$ cat src/rtl/vend_pkg.sv
// Shared types and helpers for the vending machine controller.
// State encoding, coin values and the price table.
package vend_pkg;

  typedef enum logic [2:0] {
    S_IDLE   = 3'd0,
    S_CREDIT = 3'd1,
    S_VEND   = 3'd2,
    S_REJECT = 3'd3,
    S_REFUND = 3'd4
  } state_t;

  localparam int NICKEL_VAL = 1;
  localparam int DIME_VAL   = 2;
  localparam int PRICE_W    = 4;

  // Price in nickels; 0 marks an invalid code (0x0-0x3).
  function automatic logic [PRICE_W-1:0] price_of(input logic [3:0] code);
    if (code[3:2] == 2'b00) return '0;
    return {1'b0, code[1:0], 1'b0} + 4'd2;
  endfunction

endpackage

$ cat src/rtl/vend_price_lookup.sv
// Combinational price lookup, shared between the controller and the display block.
module vend_price_lookup
  import vend_pkg::*;
(
  input  logic [3:0]         sel_code,
  output logic               valid,
  output logic [PRICE_W-1:0] price
);

  assign price = price_of(sel_code);
  assign valid = (price != '0);

endmodule

$ cat src/rtl/vend_controller.sv
// Vending machine sequencing controller: credit balance, selection, vend/reject/refund.
// Optional feature macro: VEND_DIME_CHANGE_EN (refund pays dimes where possible).
module vend_controller
  import vend_pkg::*;
#(
  parameter int BAL_W = 5
) (
  input  logic             clk,
  input  logic             rst,
  input  logic             coin_nickel,
  input  logic             coin_dime,
  input  logic             sel_valid,
  input  logic [3:0]       sel_code,
  input  logic             cancel,
  output logic             dispense,
  output logic [3:0]       dispense_item,
  output logic             reject,
  output logic             coin_return,
  output logic             change_nickel,
  output logic             change_dime,
  output logic [BAL_W-1:0] balance,
  output logic [2:0]       state
);

  state_t             state_q, state_d;
  logic [BAL_W-1:0]   balance_q, balance_d;
  logic [3:0]         vend_code_q, vend_code_d;
  logic [PRICE_W-1:0] vend_price_q, vend_price_d;
  logic [3:0]         dispense_item_q, dispense_item_d;
  logic               dispense_q, dispense_d;
  logic               reject_q, reject_d;
  logic               coin_return_q, coin_return_d;
  logic               change_nickel_q, change_nickel_d;
`ifdef VEND_DIME_CHANGE_EN
  logic               change_dime_q, change_dime_d;
`endif

  logic               lk_valid;
  logic [PRICE_W-1:0] lk_price;
  logic [1:0]         coin_amt;
  logic [BAL_W:0]     bal_sum;
  logic               coin_any, overflow, credit_cycle;

  vend_price_lookup u_price (
    .sel_code (sel_code),
    .valid    (lk_valid),
    .price    (lk_price)
  );

  assign coin_amt     = (coin_nickel ? 2'(NICKEL_VAL) : 2'd0) + (coin_dime ? 2'(DIME_VAL) : 2'd0);
  assign coin_any     = coin_nickel | coin_dime;
  assign bal_sum      = {1'b0, balance_q} + (BAL_W+1)'(coin_amt);
  assign overflow     = bal_sum[BAL_W];
  assign credit_cycle = ((state_q == S_IDLE) || (state_q == S_CREDIT)) && !sel_valid && !cancel;

  always_comb begin
    // NOTE: every combinational output gets a default first so no path leaves it unassigned (no latch).
    state_d         = state_q;
    balance_d       = balance_q;
    vend_code_d     = vend_code_q;
    vend_price_d    = vend_price_q;
    dispense_item_d = dispense_item_q;
    dispense_d      = 1'b0;
    reject_d        = 1'b0;
    coin_return_d   = 1'b0;
    change_nickel_d = 1'b0;
`ifdef VEND_DIME_CHANGE_EN
    change_dime_d   = 1'b0;
`endif

    // Coins are either credited whole or bounced whole.
    if (coin_any) begin
      if (credit_cycle && !overflow) balance_d = bal_sum[BAL_W-1:0];
      else                           coin_return_d = 1'b1;
    end

    case (state_q)
      S_IDLE: begin
        if (sel_valid)                                state_d = S_REJECT;
        else if (coin_any && credit_cycle && !overflow) state_d = S_CREDIT;
      end
      S_CREDIT: begin
        if (cancel) begin
          state_d = S_REFUND;
        end else if (sel_valid) begin
          if (lk_valid && (balance_q >= BAL_W'(lk_price))) begin
            state_d      = S_VEND;
            vend_code_d  = sel_code;
            vend_price_d = lk_price;
          end else begin
            state_d = S_REJECT;
          end
        end
      end
      S_VEND: begin
        dispense_d      = 1'b1;
        dispense_item_d = vend_code_q;
        balance_d       = balance_q - BAL_W'(vend_price_q);
        state_d         = (balance_d != '0) ? S_REFUND : S_IDLE;
      end
      S_REJECT: begin
        reject_d = 1'b1;
        state_d  = (balance_q != '0) ? S_CREDIT : S_IDLE;
      end
      S_REFUND: begin
`ifdef VEND_DIME_CHANGE_EN
        if (balance_q >= BAL_W'(DIME_VAL)) begin
          change_dime_d = 1'b1;
          balance_d     = balance_q - BAL_W'(DIME_VAL);
        end else begin
          change_nickel_d = 1'b1;
          balance_d       = balance_q - BAL_W'(NICKEL_VAL);
        end
`else
        change_nickel_d = 1'b1;
        balance_d       = balance_q - BAL_W'(NICKEL_VAL);
`endif
        state_d = (balance_d == '0) ? S_IDLE : S_REFUND;
      end
      default: state_d = S_IDLE;
    endcase
  end

  always_ff @(posedge clk or posedge rst) begin
    if (rst) begin
      state_q         <= S_IDLE;
      balance_q       <= '0;
      vend_code_q     <= '0;
      vend_price_q    <= '0;
      dispense_item_q <= '0;
      dispense_q      <= 1'b0;
      reject_q        <= 1'b0;
      coin_return_q   <= 1'b0;
      change_nickel_q <= 1'b0;
`ifdef VEND_DIME_CHANGE_EN
      change_dime_q   <= 1'b0;
`endif
    end else begin
      // NOTE: non-blocking assignments so every flop samples the pre-edge value of its peers.
      state_q         <= state_d;
      balance_q       <= balance_d;
      vend_code_q     <= vend_code_d;
      vend_price_q    <= vend_price_d;
      dispense_item_q <= dispense_item_d;
      dispense_q      <= dispense_d;
      reject_q        <= reject_d;
      coin_return_q   <= coin_return_d;
      change_nickel_q <= change_nickel_d;
`ifdef VEND_DIME_CHANGE_EN
      change_dime_q   <= change_dime_d;
`endif
    end
  end

  assign state         = state_q;
  assign balance       = balance_q;
  assign dispense      = dispense_q;
  assign dispense_item = dispense_item_q;
  assign reject        = reject_q;
  assign coin_return   = coin_return_q;
  assign change_nickel = change_nickel_q;
`ifdef VEND_DIME_CHANGE_EN
  assign change_dime   = change_dime_q;
`else
  assign change_dime   = 1'b0;
`endif

  // Balance can never go negative: vend needs enough credit, refund needs a coin left.
  assert property (@(posedge clk) disable iff (rst)
    (state_q == S_VEND) |-> (balance_q >= BAL_W'(vend_price_q)));
  assert property (@(posedge clk) disable iff (rst)
    (state_q == S_REFUND) |-> (balance_q != '0));

endmodule

$ cat config.mk
export PLATFORM = sky130hd
export DESIGN_NAME = vend_controller
export DESIGN_NICKNAME = d
export VERILOG_FILES = /design/src/rtl/vend_pkg.sv /design/src/rtl/vend_price_lookup.sv /design/src/rtl/vend_controller.sv
export SDC_FILE = /design/constraint.sdc
export NUM_CORES = 1
export LEC_CHECK = 0
export ABC_CLOCK_PERIOD_IN_PS = 2250
export CAP_MARGIN = 20
export CORE_UTILIZATION = 25
export CTS_CLUSTER_SIZE = 24
export DETAILED_ROUTE_END_ITERATION = 12
export SKIP_LAST_GASP = 1
export SYNTH_ARGS = -nofsm -noshare
export SYNTH_HDL_FRONTEND = slang
export SYNTH_HIERARCHICAL = 1
export SYNTH_SLANG_ARGS = --single-unit
$ cat constraint.sdc
create_clock -name clk -period 2.25 [get_ports clk]
set_input_delay 0.45 -clock clk [delete_from_list [all_inputs] [get_ports clk]]
set_output_delay 0.45 -clock clk [all_outputs]
set_load 0.05 [all_outputs]
**Yosys cells after proc, flatten, opt, wreduce, memory -nomap -nowiden**

Index checks and enable logic that the tools add are counted.

- Add/sub/neg operators: 5
- Magnitude comparators: 1
- Equal/unequal tests: 6
- Multiplexer cells: 22
- Bitwise logic cells: 2
- Reductions and logical operators: 21

Operators with widths:

| cell | count |
|---|---|
| $mux W3 | 6 |
| $pmux W3 S5 | 1 |
| $mux W5 | 2 |
| $pmux W5 S2 | 1 |
| $reduce_bool A5 Y1 | 2 |
| $mux W1 | 9 |
| $mux W4 | 2 |
| $add A5 B2 Y6 | 1 |
| $eq A3 B2 Y1 const B | 2 |
| $logic_and A1 B1 Y1 | 6 |
| $reduce_bool A3 Y1 | 2 |
| $ge A5 B4 Y1 | 1 |
| $logic_not A5 Y1 | 1 |
| $sub A5 B1 Y5 const B | 1 |
| $sub A5 B4 Y5 | 1 |
| $add A3 B2 Y4 const B | 1 |
| $reduce_and A2 Y1 | 2 |
| $reduce_and A4 Y1 | 1 |
| $reduce_bool A4 Y1 | 1 |
| $eq A3 B1 Y1 const B | 1 |
| $eq A3 B3 Y1 const B | 1 |
| $logic_not A1 Y1 | 3 |
| $logic_not A3 Y1 | 1 |
| $ne A3 B2 Y1 const B | 1 |
| other kinds (7) | 7 |

- Flip-flop bits (word level): 24
- Input bits: 10
- Output and inout port bits: 17
- Word-level logic and storage cells: 66

**Depth between registers and ports, before layout**

Gate-level depths: netlist of the first run.

- Depth in word-level cells: 9
- Gate-level depth with buffers: 9
- Depth with buffers taken out: 8

**Modules after synthesis**

Netlist of the first run, hierarchy kept.

Modules (own cells, without submodules):

| module | instances | cells each | area each (µm²) | seq. area each (µm²) |
|---|---|---|---|---|
| vend_controller | 1 | 154 | 1516.5 | 600.6 |
| vend_price_lookup | 1 | 9 | 62.6 | 0.0 |

**Worst setup path after synthesis of the first run**

OpenSTA, ideal clock, no wires.

- Kind: flip-flop to flip-flop
- From: register balance_q[1] (netlist: balance[1])
- To: register vend_code_q[0]
- Setup time: 0.125 ns
- Arrival: 2.211 ns
- Data required time: 2.125 ns
- Path slack: -0.086 ns
- Cell stages (with the launch flop): 7
- Path buffers: 1
- Clock period less this slack: 2.336 ns
- Path through: dfrtp_1 > ha_1 > a21o_1 > a2111oi_1 > or3_1 > buf_4 > mux2_2

- Cells in the longest elaborated chain, start to end: 3

Ends and longest elaborated chain:

| item | line | text |
|---|---|---|
| start: declaration | vend_controller.sv:26 | `logic [BAL_W-1:0] balance_q, balance_d;` |
| start signal: assignment | vend_controller.sv:141 | `balance_q <= balance_d;` |
| $ge A5 B4 Y1 | vend_controller.sv:86 | `if (lk_valid && (balance_q >= BAL_W'(lk_price))) begin` |
| $logic_and A1 B1 Y1 | vend_controller.sv:86 |  |
| $reduce_and A4 Y1 (no source line) | n/a |  |
| end signal: assignment | vend_controller.sv:142 | `vend_code_q <= vend_code_d;` |
| end: declaration | vend_controller.sv:27 | `logic [3:0] vend_code_q, vend_code_d;` |

Every way passes these cells.
A chain may end at the register's enable or synchronous reset.

**Final worst setup path of the first run**

- From: input port sel_code[1]
- To: register vend_price_q[0]

- Cells in the longest elaborated chain, start to end: 5
- Elaborated cells on any way between the ends: 6
- Classes of those cells: add/sub: 1; order compare: 1; mux: 1; reduce/logical: 3

Ends and longest elaborated chain:

| item | line | text |
|---|---|---|
| start: declaration | vend_controller.sv:13 | `input logic [3:0] sel_code,` |
| $add A3 B2 Y4 * | vend_pkg.sv:20 | `return {1'b0, code[1:0], 1'b0} + 4'd2;` |
| $mux W4 * | vend_pkg.sv:20 |  |
| via lk_price[2] | vend_controller.sv:39 | `logic [PRICE_W-1:0] lk_price;` |
| $ge A5 B4 Y1 or $reduce_bool A4 Y1 (tied branches) | vend_controller.sv:86, vend_price_lookup.sv:11 |  |
| $logic_and A1 B1 Y1 * | vend_controller.sv:86 |  |
| $reduce_and A4 Y1 (no source line) * | n/a |  |
| end signal: assignment | vend_controller.sv:143 | `vend_price_q <= vend_price_d;` |
| end: declaration | vend_controller.sv:28 | `logic [PRICE_W-1:0] vend_price_q, vend_price_d;` |

Mark *: on every way through the listed nets, which the timed path passes. The rest lies on a longest branch.

==> metrics.cfg, run 1 <==
[outcome]
status = finished clean

[finish]
finalNetCount = 229
diodes = 0
final_area_um2 = 2170
drive_gt1_share_pct = 25.1
synthToLayoutAreaGrowth_pct = 37.6

[die]
placementRows = 28
dieHeight_um = 81.5
die_area_um2 = 6640
dieWidth_um = 81.5
num_io_pins = 27
start_util_pct = 26.4
coreArea_um2 = 5990

[logic_synthesis]
yosysSeqAreaShare_pct = 38.0
syn_avg_cell_area_um2 = 9.69
netlist_instances = 163
yosys_warnings = 6
synth-async-reset-ratio_pct = 100
synth_cell_types = 44
syn-cell-area_um2 = 1580
synth_edf_count = 0
synthFlopType = dfrtp_1
ys_seq_elements = 24
synth_area_leaders = dfrtp_1 38%, ha_1 10%, mux2_2 6.4%, nor2_1 4.5%, inv_1 3.3%
ys_top_cells_by_count = 24 x dfrtp_1, 19 x nor2_1, 14 x inv_1
yosys.area.top_type = dfrtp_1
post-synth-top-count-cell = dfrtp_1
syn_nets = 188
synth_top_area_share_pct = 38.0

[clock_tree]
cts_sinks = 24
cts-htree-levels = 1
cts_tree = yes
clk_pin_slew_ns = 0.10
clock_path_buffers = 2
cts-root-buf = clkbuf_8
cts-buffers-inserted = 3
clk_latency_ns = 0.28

[pwr]
power_frac_seq_pct = 25.4
power.density_nw_per_um2 = 1150
p_comb_share_pct = 59.0
p_leak_uw = 0.00102
p_total_uw = 2500
p_int_uw = 1400
irDropWorstVdd_v = 0.000499
p_sw_share_pct = 44.1
p_sw_uw = 1100
power.clock.fraction_pct = 15.6

[worst_setup_path]
path_cells = clkdlybuf4s15_1 -> ha_4 -> nor2b_2 -> inv_2 -> ha_4 -> a2111oi_4 -> or3_4 -> buf_6 -> mux2_2
cp_slowest_cell = or3_4
cp_common_cell = ha_4
slowest_delay_ns = 0.44
end_kind = flop
arrival_ns = 2.33
start_kind = primary input
required_ns = 2.41
crit_fanout = 5
worstSetupPathType = in2reg

[run]
max_cap_violations = 0

[global_route]
first_global_vias = 1328
grt_first_pass_wirelength_um = 6350
antenna_found_initial = 0
grt_max_degree = 25
grt.overflow.total = 0
grtUsageTotal_pct = 12.5

[place]
io_buffers = 25
dpl_cell_area_um2 = 2010
place_ws_ns = -0.530
routabilityCongestion = 0.806
dp_hpwl_um = 2770

[detailed_routing]
route.vias.total = 1275
drt_first_pass_iters = 4
drcViolationCount = 0
routed_via_density = 4.59
drt_iter0_drc = 47
ant_nets = 0
wire_per_inst_um = 13.3
wl_um = 3700

[timing]
grt_setup_unrepaired = no
setup_viol = 0
finClkSkew_ns = 0.0110
hold_viol = 0
relSlewSlack_pct = 65.9
fin_tns_setup_ns = 0
drv_slew = 0
fmax_ghz = 0.462
fin_crit_sh_pct = 96.3
setup_slack_ns = 0.0833
worst_pin_slew_ns = 0.509
min_period_ns = 2.17

[hold_path]
hold_path.class = in2async

==> registers in the layout, indices dropped and copies added (netlist names) <==
signal,cells
vend_price_q,4
balance,5
reject,1
dispense,1
vend_code_q,4
change_nickel,1
state,3
coin_return,1
dispense_item,4
==> power groups by stage <==
stage / clock network [uW] / logic [uW] / registers, uW
4_1_cts: 406 / 1460 / 637
3_5_place_dp: 0 / 1410 / 640
6_report: 391 / 1470 / 635
3_3_place_gp: 0 / 1400 / 638
2_1_floorplan: 0 / 744 / 875
5_1_grt: 423 / 1630 / 653
==> layer usage <==
metal	share of wire [%]	vias up	GRT usage [%]
met5	0	-	0
met4	0.22	0	1.07
met3	4.6	2	2.89
met2	47	26	21.4
met1	48	607	16.5
li1	-	640	-
==> placed cells by master (no fill, tap or decap), drive strengths merged, types with 3 or more instances in the layout <==
cell            n
a21o            4
a21oi           7
a22oi           3
buf            21
clkbuf          4
clkdlybuf4s50  18
dfrtp          24
ha             13
inv            14
mux2            9
mux2i           3
nand2           7
nand2b          3
nor2           21
o21ai           9
xor2            5
==> through the flow <==
stage          hold WS (ns)  std cells  utilization (%)
3_3_place_gp          0.493        272             33.6
6_report              0.510        278             36.3
2_1_floorplan         0.464        163                -
5_1_grt               0.528        278             36.3
4_1_cts               0.513        277             35.4
3_5_place_dp          0.493        272             33.6
==> cells by family after synthesis <==
kind of cell    count (synthesis)  synth area share (%)
mux                            12                  8.32
simple gates                   45                  14.7
compound gates                 36                  15.8
xor+xnor                        7                  3.88
other cells                     2                 0.476
buf+inv                        22                  6.02
fa+ha+maj                      15                  12.8
flops                          24                  38.0
==> critical path, delay by kind of cell <==
family	cells	cell delay (ns)
AND/OR/NAND/NOR	2	0.57
adder cells (fa/ha/maj)	2	0.55
buffers and inverters	3	0.43
multiplexers	1	0.26
AO/OA/AOI/OAI	1	0.06
==> worst paths after layout <==
path | startpoint | end | slack (ns) | cells after the start
worst max-delay path | sel_code[1] | vend_price_q[0]$_DFFE_PP0P_ | 0.08 | 9
worst min-delay path | rst | reject$_DFF_PP0_ | 0.51 | 3
worst max register to register | balance[1]$_DFFE_PP0P_ | vend_code_q[3]$_DFFE_PP0P_ | 0.23 | 5
worst min register to register | vend_code_q[1]$_DFFE_PP0P_ | vend_code_q[1]$_DFFE_PP0P_ | 0.51 | 1
max in group asynchronous | rst | balance[1]$_DFFE_PP0P_ | 1.48 | 3
min in group clk | vend_code_q[1]$_DFFE_PP0P_ | vend_code_q[1]$_DFFE_PP0P_ | 0.51 | 1
==> cell type report <==
class	instances	area (um^2)
Tap cell	75	93.8
Clock buffer	3	41.3
Inverter	14	52.6
Multi-Input combinational cell	117	961
Timing Repair Buffer	44	390
Clock inverter	1	30.0
Sequential cell	24	603
Fill cell	605	3820
==> timing repair <==
item	CTS	global route
endpoints found under the setup margin	8	9
hold buffers	0	0
pin swaps	5	3
buffers inserted	1	1
endpoints found under the hold margin	0	0
resized for setup	8	17
Power figures use the tool's default switching activity.
==> run 2, diff against run 1 <==
Settings changed: SETUP_SLACK_MARGIN set to 0.05.
==> metrics.cfg, run 2 (synthesis results as in run 1) <==
[outcome]
status = finished clean

[timing]
hold_viol = 0
finClkSkew_ns = 0.00280
fmax_ghz = 0.464
relSlewSlack_pct = 66.2
drv_slew = 0
worst_pin_slew_ns = 0.505
min_period_ns = 2.16
grt_setup_unrepaired = yes
setup_viol = 0
fin_crit_sh_pct = 95.8

[clock_tree]
cts_sinks = 24
cts-root-buf = clkbuf_8
clk_latency_ns = 0.27
cts-htree-levels = 1
clk_pin_slew_ns = 0.09
clock_path_buffers = 2
cts_tree = yes
cts-buffers-inserted = 3

[global_route]
antenna_found_initial = 0
grt_first_pass_wirelength_um = 6150
grt_max_degree = 25
grt.overflow.total = 0
grtUsageTotal_pct = 12.2
first_global_vias = 1306

[die]
coreArea_um2 = 5990
num_io_pins = 27
die_area_um2 = 6640
dieHeight_um = 81.5
start_util_pct = 26.4
placementRows = 28
dieWidth_um = 81.5

[detailed_routing]
drt_iter0_drc = 45
drcViolationCount = 0
routed_via_density = 4.66
wl_um = 3570
route.vias.total = 1306
ant_nets = 0
drt_first_pass_iters = 4
wire_per_inst_um = 12.8

[worst_setup_path]
rr_worst_depth = 8
start_kind = primary input
crit_fanout = 6
worstSetupPathType = in2reg
r2r_end = state[2]$_DFFE_PP0P_
required_ns = 2.45
end_kind = flop
ff2ff_setup_slack_ns = 0.23
arrival_ns = 2.35
reg2reg_from = balance[1]$_DFFE_PP0P_

[place]
dp_hpwl_um = 2760
routabilityCongestion = 0.866
io_buffers = 25

[finish]
finalNetCount = 231
largest_reg_flops = 5
diodes = 0
synthToLayoutAreaGrowth_pct = 36.2
drive_gt1_share_pct = 24.9
layout_common_cells = 22 x dfrtp_1, 22 x buf_4, 18 x nor2_1, 18 x clkdlybuf4s50_1, 14 x inv_1
utilization_pct = 35.9

[pwr]
p_comb_share_pct = 59.0
power_frac_seq_pct = 25.5
p_total_uw = 2500
p_int_uw = 1400
p_sw_uw = 1100
irDropWorstVdd_v = 0.000528
p_sw_share_pct = 44.0
power.clock.fraction_pct = 15.5
power.density_nw_per_um2 = 1160
p_leak_uw = 0.00101

[hold_path]
min_from = sel_code[1]
hold_path_depth = 2
hold_path.class = in2reg
worstHoldEndpoint = vend_code_q[1]$_DFFE_PP0P_

[run]
max_cap_violations = 0

==> run 2: cell count changes in the layout (fill, tap and decap cells not counted), moves of 2 or more <==
cell    delta
nor2_2     +2
inv_1      +2
mux2_2     +4
nor2_4     -2
inv_2      -2
buf_4      +3
mux2_4     -4
==> run 2: layout make-up <==
type	instances	area (um^2)
clock buffers	3	41.3
clock inverters	1	30.0
fillers	605	3840
inverters	14	52.6
multi-input cells	117	933
flip-flops and latches	24	603
well taps	75	93.8
repair buffers	46	397
==> run 2: power groups by stage <==
stage | Sequential, uW | Clock [uW] | Combinational, uW
2_1_floorplan | 875 | 0 | 745
3_3_place_gp | 638 | 0 | 1410
3_5_place_dp | 640 | 0 | 1420
4_1_cts | 640 | 402 | 1480
5_1_grt | 655 | 414 | 1640
6_report | 639 | 388 | 1480
==> run 2: through the flow <==
stage / std cells / cell area [um^2] / setup slack (ns) / TNS, ns / hold WS, ns
5_1_grt: 280 / 2150 / 0.00857 / 0 / 0.470
3_3_place_gp: 272 / 2020 / -0.604 / -4.80 / 0.481
6_report: 280 / 2150 / 0.0947 / 0 / 0.469
4_1_cts: 278 / 2140 / 0.0501 / 0 / 0.501
3_5_place_dp: 272 / 2020 / -0.625 / -5.01 / 0.488
2_1_floorplan: 163 / 1600 / 0.0623 / 0 / 0.464
==> run 2: worst max-delay path by stage <==
stage	start	endpoint	slack (ns)	depth (start not counted)
after floorplan	sel_code[1]	vend_code_q[0]$_DFFE_PP0P_	0.06	8
final	sel_code[3]	vend_price_q[1]$_DFFE_PP0P_	0.09	11
after global placement	sel_code[0]	vend_code_q[0]$_DFFE_PP0P_	-0.60	9
after global routing	sel_code[3]	vend_price_q[1]$_DFFE_PP0P_	0.009	11
after CTS	sel_code[1]	vend_price_q[0]$_DFFE_PP0P_	0.05	9
after detailed placement	sel_code[0]	vend_code_q[0]$_DFFE_PP0P_	-0.62	9
==> run 2: layer usage <==
layer	share of wire [%]	vias up	track usage, %
met5	0	-	0
met4	0.81	0	2.68
met3	4.2	5	2.67
met2	46	28	20.8
met1	49	632	15.6
li1	-	641	-
==> run 2: repair_timing <==
action | CTS | global route
hold buffers | 0 | 0
gates resized for setup | 11 | 4
hold endpoints to repair | 0 | 0
pin swaps | 4 | 2
buffers inserted | 2 | 2
setup endpoints to repair | 8 | 7
==> run 2: worst max-delay path, stage by stage <==
cell           delay [ns]
dlygate4sd2_1        0.25
nor2_2               0.15
nor2_2               0.04
inv_1                0.06
ha_1                 0.23
a21o_1               0.19
a2111oi_4            0.37
or3_4                0.24
buf_6                0.11
buf_4                0.10
mux2i_1              0.17
